--- src/rtl/svo_frame_align.sv ---
// Pixel-stream frame aligner: forwards only whole, SOF-aligned frames of H*V pixels,
// resyncing on early/late SOF and optionally padding mid-frame underruns.
module svo_frame_align #(
  parameter int SVO_HOR_PIXELS = 640,
  parameter int SVO_VER_PIXELS = 480,
  parameter int SVO_BITS_PER_PIXEL = 24,
  parameter int FILL_UNDERRUN = 1,
  parameter logic [SVO_BITS_PER_PIXEL-1:0] FILL_COLOR = '0
) (
  input  logic                          clk,
  input  logic                          reset,
  input  logic                          in_axis_tvalid,
  output logic                          in_axis_tready,
  input  logic [SVO_BITS_PER_PIXEL-1:0] in_axis_tdata,
  input  logic                          in_axis_tuser,
  output logic                          out_axis_tvalid,
  input  logic                          out_axis_tready,
  output logic [SVO_BITS_PER_PIXEL-1:0] out_axis_tdata,
  output logic                          out_axis_tuser,
  output logic                          locked,
  output logic                          err_pulse,
  output logic [7:0]                    cnt_early,
  output logic [7:0]                    cnt_late,
  output logic [15:0]                   cnt_fill
);
  localparam int NUM_PIXELS = SVO_HOR_PIXELS * SVO_VER_PIXELS;
  localparam int PW = $clog2(NUM_PIXELS) + 1;
  localparam logic [PW-1:0] LAST_POS = PW'(NUM_PIXELS - 1);
  // In a 1x1 frame the pixel after an SOF is again frame position 0.
  localparam logic [PW-1:0] SOF_NEXT = (NUM_PIXELS == 1) ? '0 : PW'(1);

  typedef enum logic {SEARCH = 1'b0, RUN = 1'b1} state_t;

  state_t                        state, state_next;
  logic [PW-1:0]                 pos, pos_next, pos_inc;
  logic                          slot, xfer, load, load_user;
  logic                          err_next, inc_early, inc_late, inc_fill;
  logic [SVO_BITS_PER_PIXEL-1:0] load_data;

  // Valid/ready: a beat moves when valid && ready are both high at a rising clk edge;
  // valid never depends on ready and the output beat is held stable until taken.
  assign slot    = !out_axis_tvalid || out_axis_tready;
  assign pos_inc = (pos == LAST_POS) ? '0 : pos + PW'(1);
  assign xfer    = in_axis_tvalid && in_axis_tready;
  assign locked  = (state == RUN);

  // A non-SOF beat at frame start is always dropped, so it needs no output slot.
  always_comb begin
    in_axis_tready = slot;
    if (state == SEARCH) begin
      in_axis_tready = !in_axis_tuser || slot;
    end else if (pos == '0 && !in_axis_tuser) begin
      in_axis_tready = 1'b1;
    end
  end

  always_comb begin
    state_next = state;
    pos_next   = pos;
    load       = 1'b0;
    load_user  = 1'b0;
    load_data  = in_axis_tdata;
    err_next   = 1'b0;
    inc_early  = 1'b0;
    inc_late   = 1'b0;
    inc_fill   = 1'b0;
    case (state)
      SEARCH: begin
        if (xfer && in_axis_tuser) begin
          load       = 1'b1;
          load_user  = 1'b1;
          pos_next   = SOF_NEXT;
          state_next = RUN;
        end
      end
      RUN: begin
        if (xfer) begin
          if (in_axis_tuser) begin
            load      = 1'b1;
            load_user = 1'b1;
            pos_next  = SOF_NEXT;
            if (pos != '0) begin
              err_next  = 1'b1;
              inc_early = 1'b1;
            end
          end else if (pos != '0) begin
            load     = 1'b1;
            pos_next = pos_inc;
          end else begin
            state_next = SEARCH;
            err_next   = 1'b1;
            inc_late   = 1'b1;
          end
        end else if (FILL_UNDERRUN != 0 && !in_axis_tvalid && slot && pos != '0) begin
          load      = 1'b1;
          load_data = FILL_COLOR;
          pos_next  = pos_inc;
          inc_fill  = 1'b1;
        end
      end
      default: state_next = SEARCH;
    endcase
  end

  always_ff @(posedge clk or posedge reset) begin
    if (reset) begin
      state           <= SEARCH;
      pos             <= '0;
      out_axis_tvalid <= 1'b0;
      out_axis_tdata  <= '0;
      out_axis_tuser  <= 1'b0;
      err_pulse       <= 1'b0;
      cnt_early       <= '0;
      cnt_late        <= '0;
      cnt_fill        <= '0;
    end else begin
      state     <= state_next;
      pos       <= pos_next;
      err_pulse <= err_next;
      if (load) begin
        out_axis_tvalid <= 1'b1;
        out_axis_tdata  <= load_data;
        out_axis_tuser  <= load_user;
      end else if (slot) begin
        out_axis_tvalid <= 1'b0;
      end
      if (inc_early && cnt_early != 8'hFF) cnt_early <= cnt_early + 8'd1;
      if (inc_late && cnt_late != 8'hFF) cnt_late <= cnt_late + 8'd1;
      if (inc_fill && cnt_fill != 16'hFFFF) cnt_fill <= cnt_fill + 16'd1;
    end
  end
endmodule

--- config.mk ---
export PLATFORM = sky130hd
export DESIGN_NAME = svo_frame_align
export DESIGN_NICKNAME = d
export VERILOG_FILES = /design/src/rtl/svo_frame_align.sv
export SDC_FILE = /design/constraint.sdc
export NUM_CORES = 1
export LEC_CHECK = 0
export CORE_MARGIN = 1
export CORE_UTILIZATION = 51
export DETAILED_ROUTE_END_ITERATION = 8
export GPL_TIMING_DRIVEN = 1
export HOLD_SLACK_MARGIN = 0.1
export PLACE_DENSITY = 0.81
export SLEW_MARGIN = 15
export SYNTH_ARGS = -nofsm -noshare
export SYNTH_HDL_FRONTEND = slang
export SYNTH_SLANG_ARGS = --single-unit
export TNS_END_PERCENT = 5
--- constraint.sdc ---
create_clock -name clk -period 4.1 [get_ports clk]
set_input_delay 0.82 -clock clk [delete_from_list [all_inputs] [get_ports clk]]
set_output_delay 0.82 -clock clk [all_outputs]
set_load 0.005 [all_outputs]
==> impl_metrics.tcl, run 1 <==
set metrics [dict create \
    syn_area_per_cell_um2 10.6 \
    final-instance-count-excl-fill 564 \
    synthTopCellsByArea "dfrtp_1 50%, a22o_1 6.6%, nand4_1 3.3%" \
    grt_use_met1_pct 31.1 \
    first_pass_iters 5 \
    core_area_um2 7410 \
    hp-class "reg2reg" \
    max-slew-margin-rel_pct 38.5 \
    finalSetupTns_ps 0 \
    syn-cell-area_um2 3990 \
    die_y_um 90.4 \
    tightest_slew_ps 922 \
    n_fill_cell 554 \
    synth-main-ff-cell "dfrtp_1" \
    area_growth_pct 29.9 \
    fin_total_pwr_mw 3.08 \
    holdBufCountCts 0 \
    finalWorstSetupSlack_ps 517 \
    async_flop_share_pct 100 \
    whs_ps 503 \
    grt_max_degree 46 \
    utilization_pct 70.0 \
    synth_top_cell_by_area "dfrtp_1" \
    clock-sinks 80 \
    fp-row-count 31 \
    layout.nets 497 \
    synth_fp_nets 412 \
    yosys-top-cells-count "80 x dfrtp_1, 30 x a22o_1, 23 x nand2_1, 22 x nand3_1, 21 x nand4_1" \
    wirelength_mm 9.31 \
    drtAntennaViolNets 0 \
    required_ps 3280 \
    setup_viol 0 \
    gp_congestion 0.933 \
    grt_pass1_wl_mm 15.6 \
    arrival_ps 2760 \
    cts_root_buf "clkbuf_8" \
    startpoint_type "register" \
    post_dp_cell_area_um2 4950 \
    die_x_um 90.4 \
    synth_top_area_share_pct 50.2 \
    drt_iter0_drc 250 \
    drc_errors 0 \
    wl_per_cell_um 16.5 \
    fin_crit_sh_pct 87.4 \
    grt_pass1_vias 3253 \
    status "finished clean" \
    fmax_ghz 0.279 \
    grt_antenna_before_repair 0 \
    yosys_warnings 0 \
    top_level_ports 90 \
    dp_hpwl_mm 6.47 \
    synth_seq_area_share_pct 50.2 \
    period_minus_slack_ps 3580 \
    endpoint_kind "output port" \
    avgViaCountPerCell 6.04 \
    finish.instance_area_um2 5180 \
    reg2reg_slack_ps 760 \
    die-area_um2 8180 \
    synth_cells 376 \
    via_count 3406 \
    power_density_nw_per_um2 595 \
    hold_viol_final 0 \
    top_usage_layer "met2" \
    path_max_fanout 5 \
    grt-ovfl-total 0 \
    fin_skew_ps 11.0 \
    synth_enable_flop_cells 0 \
    dp_slack_ps 691 \
    htreeDepth 3 \
    clk_pin_slew_ps 90 \
    cts_buffer_depth 2 \
    floorplan.initialDensity_pct 53.8 \
    worstSetupPathType "reg2out" \
    cts_tree "done" \
    slew_viol_final 0 \
    cts_buffers 9 \
    antenna_cells 0 \
    ir_drop_v 0.000297 \
    rsz0062_at_grt "no" \
    ys_seq_elements 80 \
    cts_setup_buffers 0 \
    ys_types 52 \
    clock_latency_ps 360 \
    synth.most_common_cell "dfrtp_1" \
    dp.cells 549 \
    met3_usage_pct 4.29 \
    grt_use_total_pct 23.7 \
    drive_gt1_share_pct 6.88 \
    portBuffers 89 \
    globalRouteMet2Util_pct 38.0 \
    p_leak_nw 2.23 \
    cts_resized 0 \
    cap_violations 0 \
]
[state kept, by name, summed over array words and instances (netlist names)]
signal,count
locked,1
out_axis_tvalid,1
out_axis_tuser,1
cnt_early,8
cnt_late,8
out_axis_tdata,24
cnt_fill,16
pos,20
err_pulse,1
[per-layer routing]
| metal | routed length (um) | part of all wire, % |
|---|---|---|
| met2 | 4460 | 48 |
| met3 | 529 | 5.7 |
| met1 | 4100 | 44 |
| met5 | 0 | 0 |
| met4 | 223 | 2.4 |
[path summary, 6_finish.rpt]
path / startpoint / end / depth (start not counted)
setup / recovery: pos[17]$_DFFE_PP0P_ / in_axis_tready / 7
hold / removal: out_axis_tdata[7]$_DFFE_PP0P_ / out_axis_tdata[7]$_DFFE_PP0P_ / 1
setup reg to reg: pos[17]$_DFFE_PP0P_ / cnt_early[1]$_DFFE_PP0P_ / 8
hold reg to reg: out_axis_tdata[7]$_DFFE_PP0P_ / out_axis_tdata[7]$_DFFE_PP0P_ / 1
max in group asynchronous: reset / cnt_late[0]$_DFFE_PP0P_ / 3
min in group asynchronous: reset / cnt_fill[12]$_DFFE_PP0P_ / 2
[cells by family after synthesis]
kind of cell             Yosys count  share of synthesized area, %
AND/OR/NAND/NOR                  140                          19.7
AO/OA/AOI/OAI                     81                          16.0
flip-flops                        80                          50.2
buffers and inverters             33                          3.89
XOR/XNOR                          28                          6.15
multiplexers                       7                          1.85
adder cells (fa/ha/maj)            7                          2.20
[worst max-delay path, stage by stage (launching register included)]
cell,delay [ps]
dfrtp_1,430
or4_4,580
or3_1,410
inv_1,80
ha_1,230
mux2i_1,100
nand2_1,80
clkdlybuf4s50_1,500
[power by group]
group          internal (mW)  switching, mW
registers              0.996          0.204
logic                  0.655          0.540
clock network          0.403          0.288
[layout make-up]
type | instances | area (um^2) | share of cell area (%)
clock buffer | 10 | 128 | 2.46
inverter | 14 | 52.6 | 1.01
multi-input combinational | 263 | 1840 | 35.4
clock inverter | 5 | 106 | 2.05
timing repair buffer | 93 | 933 | 18.0
tap | 99 | 124 | 2.39
sequential | 80 | 2000 | 38.6
[cells in the final DEF (no fill, tap or decap), types with 5 or more instances in the layout]
cell,instances
xnor2_1,14
a31oi_1,7
nor4_1,6
dfrtp_1,80
o21ai_0,8
and3_1,6
nor3_1,10
inv_1,13
a21oi_1,5
a22o_1,30
nor2b_1,5
xor2_1,14
nand2_1,23
a32oi_1,8
and2_1,5
ha_1,7
nor2_1,17
clkbuf_8,9
nand3_1,22
nand4_1,21
clkdlybuf4s50_1,89
Power figures use the tool's default switching activity.
==> run 2, diff against run 1 <==
--- a/config.mk
+++ b/config.mk
@@ -5,12 +5,14 @@
 export SDC_FILE = /design/constraint.sdc
 export NUM_CORES = 1
 export LEC_CHECK = 0
+export CELL_PAD_IN_SITES_DETAIL_PLACEMENT = 1
+export CELL_PAD_IN_SITES_GLOBAL_PLACEMENT = 1
 export CORE_MARGIN = 1
-export CORE_UTILIZATION = 51
+export CORE_UTILIZATION = 39
 export DETAILED_ROUTE_END_ITERATION = 8
 export GPL_TIMING_DRIVEN = 1
 export HOLD_SLACK_MARGIN = 0.1
-export PLACE_DENSITY = 0.81
+export PLACE_DENSITY_LB_ADDON = 0.1
 export SLEW_MARGIN = 15
 export SYNTH_ARGS = -nofsm -noshare
 export SYNTH_HDL_FRONTEND = slang
==> run 2 against run 1 <==
Cell count up 6.6%. Critical path depth up 3. Register-to-register slack worse by 30 ps. Die area up 30%. Non-clock buffer count up 2. Critical endpoint unchanged.
==> impl_metrics.tcl, run 2 (synthesis gave the netlist of run 1 again) <==
set metrics [dict create \
    status "finished clean" \
    cts_buffer_depth 2 \
    p_leak_nw 2.21 \
    area_growth_pct 30.0 \
    avgViaCountPerCell 5.62 \
    hold_viol_final 0 \
    reg2regPathDepth 11 \
    clk_pin_slew_ps 90 \
    cts_tree "done" \
    n_fill_cell 1076 \
    path_depth 10 \
    top_level_ports 90 \
    dp_hpwl_mm 7.60 \
    hp-class "reg2reg" \
    wirelength_mm 10.6 \
    slew_viol_final 0 \
    clock_latency_ps 360 \
    startpoint_type "register" \
    finalSetupTns_ps 0 \
    fp-row-count 36 \
    drive_gt1_share_pct 7.69 \
    grt_antenna_before_repair 0 \
    reg.largest.list "out_axis_tdata (24), pos (20), cnt_fill (16)" \
    period_minus_slack_ps 3630 \
    worstSetupPathType "reg2out" \
    grt-ovfl-total 0 \
    die_y_um 103 \
    layout.nets 499 \
    power_density_nw_per_um2 577 \
    setup_viol 0 \
    cts_setup_buffers 0 \
    grt_pass1_vias 3337 \
    cp-endpoint "in_axis_tready" \
    fin_crit_sh_pct 88.5 \
    first_pass_iters 4 \
    finalWorstSetupSlack_ps 472 \
    drtAntennaViolNets 0 \
    die-area_um2 10600 \
    r2r_start "pos[0]$_DFFE_PP0P_" \
    arrival_ps 2810 \
    core_area_um2 9860 \
    worstSetupStartpoint "pos[0]$_DFFE_PP0P_" \
    dp_slack_ps 749 \
    path_max_fanout 6 \
    htreeDepth 3 \
    gp_congestion 0.917 \
    floorplan.initialDensity_pct 40.4 \
    largest_register_ffs 24 \
    cap_violations 0 \
    drc_errors 0 \
    reg2reg_to "cnt_early[1]$_DFFE_PP0P_" \
    slowest_delay_ps 520 \
    grt_use_total_pct 20.9 \
    antenna_cells 0 \
    tightest_slew_ps 972 \
    die_x_um 103 \
    whs_ps 496 \
    fin_skew_ps 15.2 \
    fin_total_pwr_mw 2.99 \
    regArea_um2 2000 \
    post_dp_cell_area_um2 4990 \
    wl_per_cell_um 17.6 \
    layout_commonest_cell "clkdlybuf4s50_1" \
    finish.instance_area_um2 5180 \
    grt_pass1_wl_mm 17.1 \
    cts_root_buf "clkbuf_8" \
    portBuffers 89 \
    mostFrequentLayoutCells "89 x clkdlybuf4s50_1, 80 x dfrtp_1, 30 x a22o_1, 23 x nand2_1, 22 x nand3_1" \
    crit_slowest_cell "clkdlybuf4s50_1" \
    drt_iter0_drc 65 \
    via_count 3375 \
    max-slew-margin-rel_pct 35.2 \
    multi_input_area_um2 1840 \
    largest-register "out_axis_tdata" \
    cts_buffers 9 \
    path_cells "inv_1, ha_1, nor4b_1, nand4_1, or3_1, inv_1, ha_1, mux2i_1, nand2_1, clkdlybuf4s50_1" \
    endpoint_kind "output port" \
    critPathBufInv 3 \
    holdBufCountCts 0 \
    cp_top_family "simple AND/OR/NAND/NOR gates" \
    grt_max_degree 39 \
    clock-sinks 80 \
    ir_drop_v 0.000263 \
    rsz0062_at_grt "no" \
    required_ps 3280 \
    fmax_ghz 0.276 \
    reg2reg_slack_ps 730 \
    cts_resized 0 \
]
-- run 2: cell count changes in the layout (fill, tap and decap cells not counted) --
cell,before,now
buf_12,1,0
buf_4,3,6
bufinv_16,3,0
clkbuf_1,1,0
clkbuf_8,9,11
clkinv_2,0,1
clkinv_4,1,0
clkinvlp_4,1,4
inv_2,1,0
inv_6,0,1
-- run 2: through the flow --
| stage | util [%] | cells |
|---|---|---|
| after CTS | 52.6 | 601 |
| after floorplan | - | 376 |
| after detailed placement | 50.6 | 585 |
| after global routing | 52.6 | 601 |
| final | 52.6 | 601 |
| after global placement | 50.6 | 585 |
-- run 2: final cells by class --
class                           count  area share [%]
Clock buffer                       11            2.92
Multi-Input combinational cell    263            35.4
Tap cell                          133            3.21
Clock inverter                      5           0.748
Inverter                           14            1.04
Timing Repair Buffer               95            18.1
Sequential cell                    80            38.6
-- run 2: how the worst min path moves through the flow --
| stage | cells after the start | from | to | slack (ps) |
|---|---|---|---|---|
| 2_1_floorplan | 1 | cnt_early[4]$_DFFE_PP0P_ | cnt_early[4]$_DFFE_PP0P_ | 480 |
| 4_1_cts | 1 | cnt_fill[15]$_DFFE_PP0P_ | cnt_fill[15]$_DFFE_PP0P_ | 500 |
| 3_5_place_dp | 1 | out_axis_tdata[2]$_DFFE_PP0P_ | out_axis_tdata[2]$_DFFE_PP0P_ | 480 |
| 6_report | 1 | cnt_fill[15]$_DFFE_PP0P_ | cnt_fill[15]$_DFFE_PP0P_ | 500 |
| 3_3_place_gp | 1 | cnt_early[4]$_DFFE_PP0P_ | cnt_early[4]$_DFFE_PP0P_ | 480 |
| 5_1_grt | 1 | out_axis_tdata[2]$_DFFE_PP0P_ | out_axis_tdata[2]$_DFFE_PP0P_ | 520 |
-- run 2: power breakdown --
group          leakage, nW  internal (mW)  total, mW  switching (mW)
combinational         1.09          0.664       1.23           0.567
clock               0.0842          0.255      0.558           0.303
sequential            1.04          0.996       1.20           0.206
-- run 2: worst register-to-register path: stages (launching register included) --
cell and delay, ps:
dfrtp_1 440, inv_1 110, ha_1 170, nor4b_1 240, nand4_1 140, or3_1 360, inv_1 80, ha_1 220
nor3b_1 90, or3b_2 540, a31oi_1 490, mux2_2 400
-- run 2: per-layer routing --
| layer | part of all wire, % | global-route usage [%] | vias up |
|---|---|---|---|
| met5 | 0 | 0 | - |
| met4 | 0.99 | 6.07 | 0 |
| met3 | 6.0 | 4.20 | 12 |
| met2 | 47 | 34.2 | 88 |
| met1 | 46 | 28.0 | 1697 |
| li1 | - | - | 1578 |
==> run 3, diff against run 2 <==
--- a/config.mk
+++ b/config.mk
@@ -5,6 +5,7 @@
 export SDC_FILE = /design/constraint.sdc
 export NUM_CORES = 1
 export LEC_CHECK = 0
+export CAP_MARGIN = 20
 export CELL_PAD_IN_SITES_DETAIL_PLACEMENT = 1
 export CELL_PAD_IN_SITES_GLOBAL_PLACEMENT = 1
 export CORE_MARGIN = 1
==> results of run 3 <==
Same layout as run 2: the final DEF is identical, and so are final timing and power.
